<file path="config.mk">
export PLATFORM = sky130hd
export DESIGN_NAME = store_buffer
export DESIGN_NICKNAME = d
export VERILOG_FILES = /design/src/rtl/store_buffer.sv
export SDC_FILE = /design/constraint.sdc
export NUM_CORES = 1
export LEC_CHECK = 0
export BUFFER_PORTS_ARGS = -buffer_cell sky130_fd_sc_hd__buf_2
export CAP_MARGIN = 20
export CORE_ASPECT_RATIO = 1.25
export CORE_UTILIZATION = 56
export CTS_BUF_LIST = sky130_fd_sc_hd__clkbuf_4 sky130_fd_sc_hd__clkbuf_8 sky130_fd_sc_hd__clkbuf_16
export CTS_CLUSTER_DIAMETER = 120
export DETAILED_ROUTE_END_ITERATION = 16
export GPL_ROUTABILITY_DRIVEN = 0
export MAX_ROUTING_LAYER = met4
export PLACE_DENSITY = 0.77
export SLEW_MARGIN = 20
export SYNTH_ARGS = -nofsm -noshare
export SYNTH_HDL_FRONTEND = slang
export SYNTH_SLANG_ARGS = --single-unit
</file>
<file path="constraint.sdc">
create_clock -name clk -period 4.7 [get_ports clk]
set_input_delay 0.47 -clock clk [delete_from_list [all_inputs] [get_ports clk]]
set_output_delay 0.47 -clock clk [all_outputs]
set_load 0.005 [all_outputs]
</file>
<file path="src/rtl/store_buffer.sv">
`default_nettype none
// ============================================================================
// Module      : store_buffer
// Description : Posted-write buffer between the CPU memory stage and the data
//               memory. Stores are queued without stalling the CPU and drained
//               in FIFO order whenever memory is free. Loads bypass queued
//               stores unless they hit a buffered word; a hit load waits until
//               every matching store has drained.
// Revision    : 1.0 - initial release
// ----------------------------------------------------------------------------
// Ports
//   clk            in   1   system clock, all state on posedge
//   reset          in   1   synchronous, active-high
//   cpu_addr       in   32  byte address from MEM stage
//   cpu_wdata      in   32  store data
//   cpu_memwrite   in   1   store request, held until cpu_stall low
//   cpu_memread    in   1   load request, held until cpu_stall low
//   cpu_sign_mask  in   4   access size/sign code, passed through unchanged
//   cpu_rdata      out  32  load result, registered
//   cpu_stall      out  1   CPU must hold MEM stage this cycle
//   mem_addr       out  32  address to data memory
//   mem_wdata      out  32  write data to data memory
//   mem_memwrite   out  1   one-cycle write request
//   mem_memread    out  1   one-cycle read request
//   mem_sign_mask  out  4   sign/size code to data memory
//   mem_rdata      in   32  read data from data memory
//   mem_busy       in   1   high while a memory request is in progress
//   sb_empty       out  1   no buffered stores and engine idle
// ============================================================================
module store_buffer #(
   parameter int DEPTH = 4
) (
   input  logic        clk,
   input  logic        reset,
   input  logic [31:0] cpu_addr,
   input  logic [31:0] cpu_wdata,
   input  logic        cpu_memwrite,
   input  logic        cpu_memread,
   input  logic [3:0]  cpu_sign_mask,
   output logic [31:0] cpu_rdata,
   output logic        cpu_stall,
   output logic [31:0] mem_addr,
   output logic [31:0] mem_wdata,
   output logic        mem_memwrite,
   output logic        mem_memread,
   output logic [3:0]  mem_sign_mask,
   input  logic [31:0] mem_rdata,
   input  logic        mem_busy,
   output logic        sb_empty
);

   localparam int PW = $clog2(DEPTH);
   localparam int CW = PW + 1;
   localparam logic [CW-1:0] C_DEPTH = CW'(DEPTH);

   typedef enum logic [2:0] {
      ST_IDLE      = 3'd0,
      ST_ISSUE_RD  = 3'd1,
      ST_ISSUE_WR  = 3'd2,
      ST_WAIT_BUSY = 3'd3,
      ST_WAIT_DONE = 3'd4
   } state_t;

   // -------------------------------------------------------------------------
   // State
   // -------------------------------------------------------------------------
   state_t          state_q, state_d;
   logic            is_rd_q, is_rd_d;          // in-flight request is a load
   logic [31:0]     req_addr_q, req_addr_d;
   logic [31:0]     req_wdata_q, req_wdata_d;
   logic [3:0]      req_mask_q, req_mask_d;
   logic            load_done_q, load_done_d;
   logic [31:0]     rdata_q, rdata_d;

   logic [CW-1:0]   count_q, count_d;
   logic [PW-1:0]   wr_ptr_q, wr_ptr_d;
   logic [PW-1:0]   rd_ptr_q, rd_ptr_d;

   logic [31:0]     fifo_addr_q  [DEPTH];
   logic [31:0]     fifo_wdata_q [DEPTH];
   logic [3:0]      fifo_mask_q  [DEPTH];

   // -------------------------------------------------------------------------
   // FIFO status and load-hit detection
   // -------------------------------------------------------------------------
   logic             full;
   logic             enq;
   logic             deq;
   logic             hit;
   logic             load_pending;
   logic [DEPTH-1:0] hit_vec;

   assign full = (count_q == C_DEPTH);
   assign enq  = cpu_memwrite & ~full;
   // The head entry is only removed once its write has fully completed, so an
   // in-flight store still counts toward hits until memory drops busy.
   assign deq  = (state_q == ST_WAIT_DONE) & ~is_rd_q & ~mem_busy;

   // An entry is live when its distance from the read pointer is below count.
   for (genvar gi = 0; gi < DEPTH; gi++) begin : g_entry
      logic [PW-1:0] age;
      assign age         = PW'(gi) - rd_ptr_q;
      assign hit_vec[gi] = ({1'b0, age} < count_q) &&
                           (fifo_addr_q[gi][31:2] == cpu_addr[31:2]);
   end

   assign hit = |hit_vec;

   // load_done masks the load for the single cycle in which the CPU is
   // released, so the still-asserted cpu_memread is not issued a second time.
   assign load_pending = cpu_memread & ~hit & ~load_done_q;

   // -------------------------------------------------------------------------
   // Pointer / count next state
   // -------------------------------------------------------------------------
   always_comb begin
      wr_ptr_d = wr_ptr_q;
      rd_ptr_d = rd_ptr_q;
      count_d  = count_q;
      if (enq) begin
         wr_ptr_d = wr_ptr_q + PW'(1);
      end
      if (deq) begin
         rd_ptr_d = rd_ptr_q + PW'(1);
      end
      case ({enq, deq})
         2'b10:   count_d = count_q + CW'(1);
         2'b01:   count_d = count_q - CW'(1);
         default: count_d = count_q;
      endcase
   end

   // -------------------------------------------------------------------------
   // Memory engine next state
   // -------------------------------------------------------------------------
   always_comb begin
      state_d     = state_q;
      is_rd_d     = is_rd_q;
      req_addr_d  = req_addr_q;
      req_wdata_d = req_wdata_q;
      req_mask_d  = req_mask_q;
      load_done_d = 1'b0;
      rdata_d     = rdata_q;

      case (state_q)
         ST_IDLE: begin
            if (!mem_busy) begin
               if (load_pending) begin
                  // Loads take priority over draining non-matching stores.
                  state_d     = ST_ISSUE_RD;
                  is_rd_d     = 1'b1;
                  req_addr_d  = cpu_addr;
                  req_wdata_d = 32'h0;
                  req_mask_d  = cpu_sign_mask;
               end else if (count_q != '0) begin
                  state_d     = ST_ISSUE_WR;
                  is_rd_d     = 1'b0;
                  req_addr_d  = fifo_addr_q[rd_ptr_q];
                  req_wdata_d = fifo_wdata_q[rd_ptr_q];
                  req_mask_d  = fifo_mask_q[rd_ptr_q];
               end
            end
         end
         ST_ISSUE_RD,
         ST_ISSUE_WR: begin
            state_d = ST_WAIT_BUSY;
         end
         ST_WAIT_BUSY: begin
            if (mem_busy) begin
               state_d = ST_WAIT_DONE;
            end
         end
         ST_WAIT_DONE: begin
            if (!mem_busy) begin
               state_d = ST_IDLE;
               if (is_rd_q) begin
                  rdata_d     = mem_rdata;
                  load_done_d = 1'b1;
               end
            end
         end
         default: begin
            state_d = ST_IDLE;
         end
      endcase
   end

   // -------------------------------------------------------------------------
   // Control registers
   // -------------------------------------------------------------------------
   always_ff @(posedge clk) begin
      if (reset) begin
         state_q     <= ST_IDLE;
         is_rd_q     <= 1'b0;
         req_addr_q  <= 32'h0;
         req_wdata_q <= 32'h0;
         req_mask_q  <= 4'h0;
         load_done_q <= 1'b0;
         rdata_q     <= 32'h0;
         count_q     <= '0;
         wr_ptr_q    <= '0;
         rd_ptr_q    <= '0;
      end else begin
         state_q     <= state_d;
         is_rd_q     <= is_rd_d;
         req_addr_q  <= req_addr_d;
         req_wdata_q <= req_wdata_d;
         req_mask_q  <= req_mask_d;
         load_done_q <= load_done_d;
         rdata_q     <= rdata_d;
         count_q     <= count_d;
         wr_ptr_q    <= wr_ptr_d;
         rd_ptr_q    <= rd_ptr_d;
      end
   end

   // Entry storage needs no reset: liveness is governed by count/pointers.
   always_ff @(posedge clk) begin
      if (enq && !reset) begin
         fifo_addr_q[wr_ptr_q]  <= cpu_addr;
         fifo_wdata_q[wr_ptr_q] <= cpu_wdata;
         fifo_mask_q[wr_ptr_q]  <= cpu_sign_mask;
      end
   end

   // -------------------------------------------------------------------------
   // Outputs; reset is synchronous, so outputs are also gated by reset to be
   // quiet during the very first reset cycle.
   // -------------------------------------------------------------------------
   assign cpu_rdata     = rdata_q;
   assign cpu_stall     = ~reset & ((cpu_memwrite & full) | (cpu_memread & ~load_done_q));
   assign mem_addr      = reset ? 32'h0 : req_addr_q;
   assign mem_wdata     = reset ? 32'h0 : req_wdata_q;
   assign mem_sign_mask = reset ? 4'h0  : req_mask_q;
   assign mem_memwrite  = ~reset & (state_q == ST_ISSUE_WR);
   assign mem_memread   = ~reset & (state_q == ST_ISSUE_RD);
   assign sb_empty      = reset | ((count_q == '0) & (state_q == ST_IDLE));

endmodule
`default_nettype wire

</file>
==> results.cfg <==
[floorplan]
die_y_um = 196
start_util = 0.571
io_pins = 209
coreArea_um2 = 29400
fp.dieArea_um2 = 30700
die_w_um = 157
rows = 70

[global_route]
grt_usage = 0.255
overflow = 0
grt_pass1_wl_um = 57100
first_global_vias = 10233
grt_max_degree = 103
antenna_found_initial = 6

[synth]
avgSynthCellArea_um2 = 13.9
async_flop_share = 0
netlist_instances = 1210
synth_warnings = 0
syn_nets = 1325
synth_top_area_share = 0.486
synth.yosys.seq_area_share = 0.621
yosysUniqueCellTypes = 41
syn_area_um2 = 16800
synth-edff-count = 272
synth_top_area_cell = edfxtp_1
ys_seq_elements = 386
synth.area.top_cells = edfxtp_1 49%, dfxtp_1 14%, mux4_2 9.1%
synth_ff_type = edfxtp_1

[clock_tree]
post_cts_buffers = 0
cts_tree = done
path_clk_slew_ns = 0.06
cts_buffer_depth = 3
cts_sinks = 386
ctsHoldBuffers = 0
numCtsBuffers = 38
htree_levels = 2
cts_resized = 0
clock_latency_ns = 0.53
root_buffer = clkbuf_16

[sta]
worst_slack_ns = 1.28
slew_viol_final = 0
skew_ns = 0.0204
fin_crit_ns = 3.42
rsz0062_at_grt = false
setup_viol = 0
relSlewSlack = 0.274
max_slew.worst_pin.slew_ns = 1.09
finalHoldViolCount = 0
fmax_mhz = 293
fin_setup_tns_ns = 0
period_share = 0.727

[layout]
nets = 1487
syn_to_final_growth_pct = 14.7
multi_input_area_um2 = 5660
final_util = 0.655
fill_cells = 2170
ff_latch_area_um2 = 10500
drive_gt1_frac = 0.283

[drt]
drt_iter0_markers = 738
wl_per_cell_um = 20.5
vias_per_cell = 5.59
routed_wl_um = 37000
ant_nets = 0
first_pass_iters = 8
via_count = 10085
drc = 0

[outcome]
status = complete, no violations

[critical_path]
critPathMaxFanout = 32
cp-start-kind = flip-flop
path_class = flip-flop to flip-flop
arrival_ns = 3.77
required_ns = 5.05
cp-end-kind = flip-flop

[power]
max-vdd-ir-drop_mv = 0.324
p_per_area_nw_per_um2 = 379
swShare = 0.224
power.share.clock = 0.398
leakage_uw = 0.00740
p_int_uw = 5680
p_sw_uw = 1640
power_uw = 7310
combPwrFrac = 0.080
p_seq_frac = 0.522

[job]
drv_cap = 0

[hold_path]
min_path_type = primary input to flip-flop

[place]
dp_slack_ns = 1.21
dp_hpwl_um = 23600
port_buffers = 208
-- worst max-delay path, cell delays in order, from the launching register on --
cell	delay, ns
dfxtp_1	0.40
inv_1	0.18
ha_1	0.35
nor2_1	0.09
a2111o_1	0.14
nor4_1	0.06
a21oi_1	0.14
nor4b_4	0.75
or3_2	0.94
o32ai_2	0.17
-- synthesized netlist by cell type, types with 2 or more instances --
cell,n
a21oi_1,41
and2_1,4
and3_1,2
buf_1,10
buf_2,22
buf_6,6
clkbuf_1,62
dfxtp_1,114
edfxtp_1,272
ha_1,9
inv_1,76
mux2i_1,36
mux4_2,68
nand2_1,73
nand2b_1,3
nand3_1,6
nand4_1,9
nor2_1,118
nor2b_1,36
nor3_1,5
nor4_1,22
nor4b_1,2
o2111ai_1,3
o211a_1,36
o21ai_0,2
o32ai_2,31
or3_1,4
xnor2_1,39
xor2_1,87
-- cell usage in the layout (no fill, tap or decap), types with 39 or more instances in the layout --
| master | netlist | layout |
|---|---|---|
| nor2_1 | 118 | 118 |
| buf_2 | 22 | 207 |
| dfxtp_1 | 114 | 112 |
| nand2_1 | 73 | 73 |
| edfxtp_1 | 272 | 272 |
| a21oi_1 | 41 | 41 |
| xnor2_1 | 39 | 39 |
| clkbuf_16 | 0 | 39 |
| xor2_1 | 87 | 87 |
| mux4_2 | 68 | 68 |
| inv_1 | 76 | 76 |
-- through the flow --
step | std cells | instance area [um^2] | hold WS, ns
after detailed placement | 1728 | 18100 | 0.443
after global routing | 1803 | 19300 | 0.142
final | 1804 | 19300 | 0.155
after CTS | 1797 | 19300 | 0.136
after global placement | 1728 | 18100 | 0.439
after floorplan | 1210 | 16800 | 0.453
-- state kept, by name (all words and copies together) (netlist names), named ones only --
register and cells:
fifo_wdata_q 128, state_q 3, req_mask_q 4, cpu_rdata 32
wr_ptr_q 2, is_rd_q 1, fifo_mask_q 16, req_wdata_q 32
load_done_q 1, count_q 3, rd_ptr_q 2, fifo_addr_q 128
req_addr_q 32
-- power by group through the flow --
stage               registers (uW)  logic [uW]  clock network, uW
global placement              3890         571                  0
floorplan                     3870         388                  0
CTS                           3820         587               2950
global route                  3830         635               3070
detailed placement            3890         581                  0
finish                        3820         583               2910
-- worst paths after layout --
path	start	end	slack (ns)	cells past startpoint
setup / recovery	count_q[1]	req_wdata_q[1]	1.28	9
hold / removal	cpu_wdata[20]	fifo_wdata_q[0][20]	0.15	1
setup reg to reg	count_q[1]	req_wdata_q[1]	1.28	9
hold reg to reg	cpu_rdata[23]	cpu_rdata[23]	0.45	2
-- final cells by class --
type / count / area share
Antenna cell: 7 / 0.000908
Clock buffer: 52 / 0.0563
Timing Repair Buffer: 223 / 0.0608
Sequential cell: 386 / 0.542
Clock inverter: 17 / 0.00584
Multi-Input combinational cell: 647 / 0.293
Tap cell: 396 / 0.0257
Inverter: 76 / 0.0148
-- cells by family (layout without fill, tap and decap cells) --
kind of cell | after synthesis | in the layout | synth area share
buf+inv | 177 | 368 | 0.0440
mux | 104 | 104 | 0.113
compound gates | 122 | 122 | 0.0709
other cells | 0 | 7 | 0
simple gates | 285 | 285 | 0.0776
fa+ha+maj | 10 | 10 | 0.00789
flops | 386 | 386 | 0.621
xor+xnor | 126 | 126 | 0.0656
-- layer usage --
layer | vias up | track usage | routed length, um
met5 | - | - | 0
met4 | 0 | 0.0817 | 859
met3 | 60 | 0.0435 | 2280
met2 | 310 | 0.438 | 19800
met1 | 5033 | 0.305 | 14000
li1 | 4682 | - | -
Power figures use the tool's default switching activity.
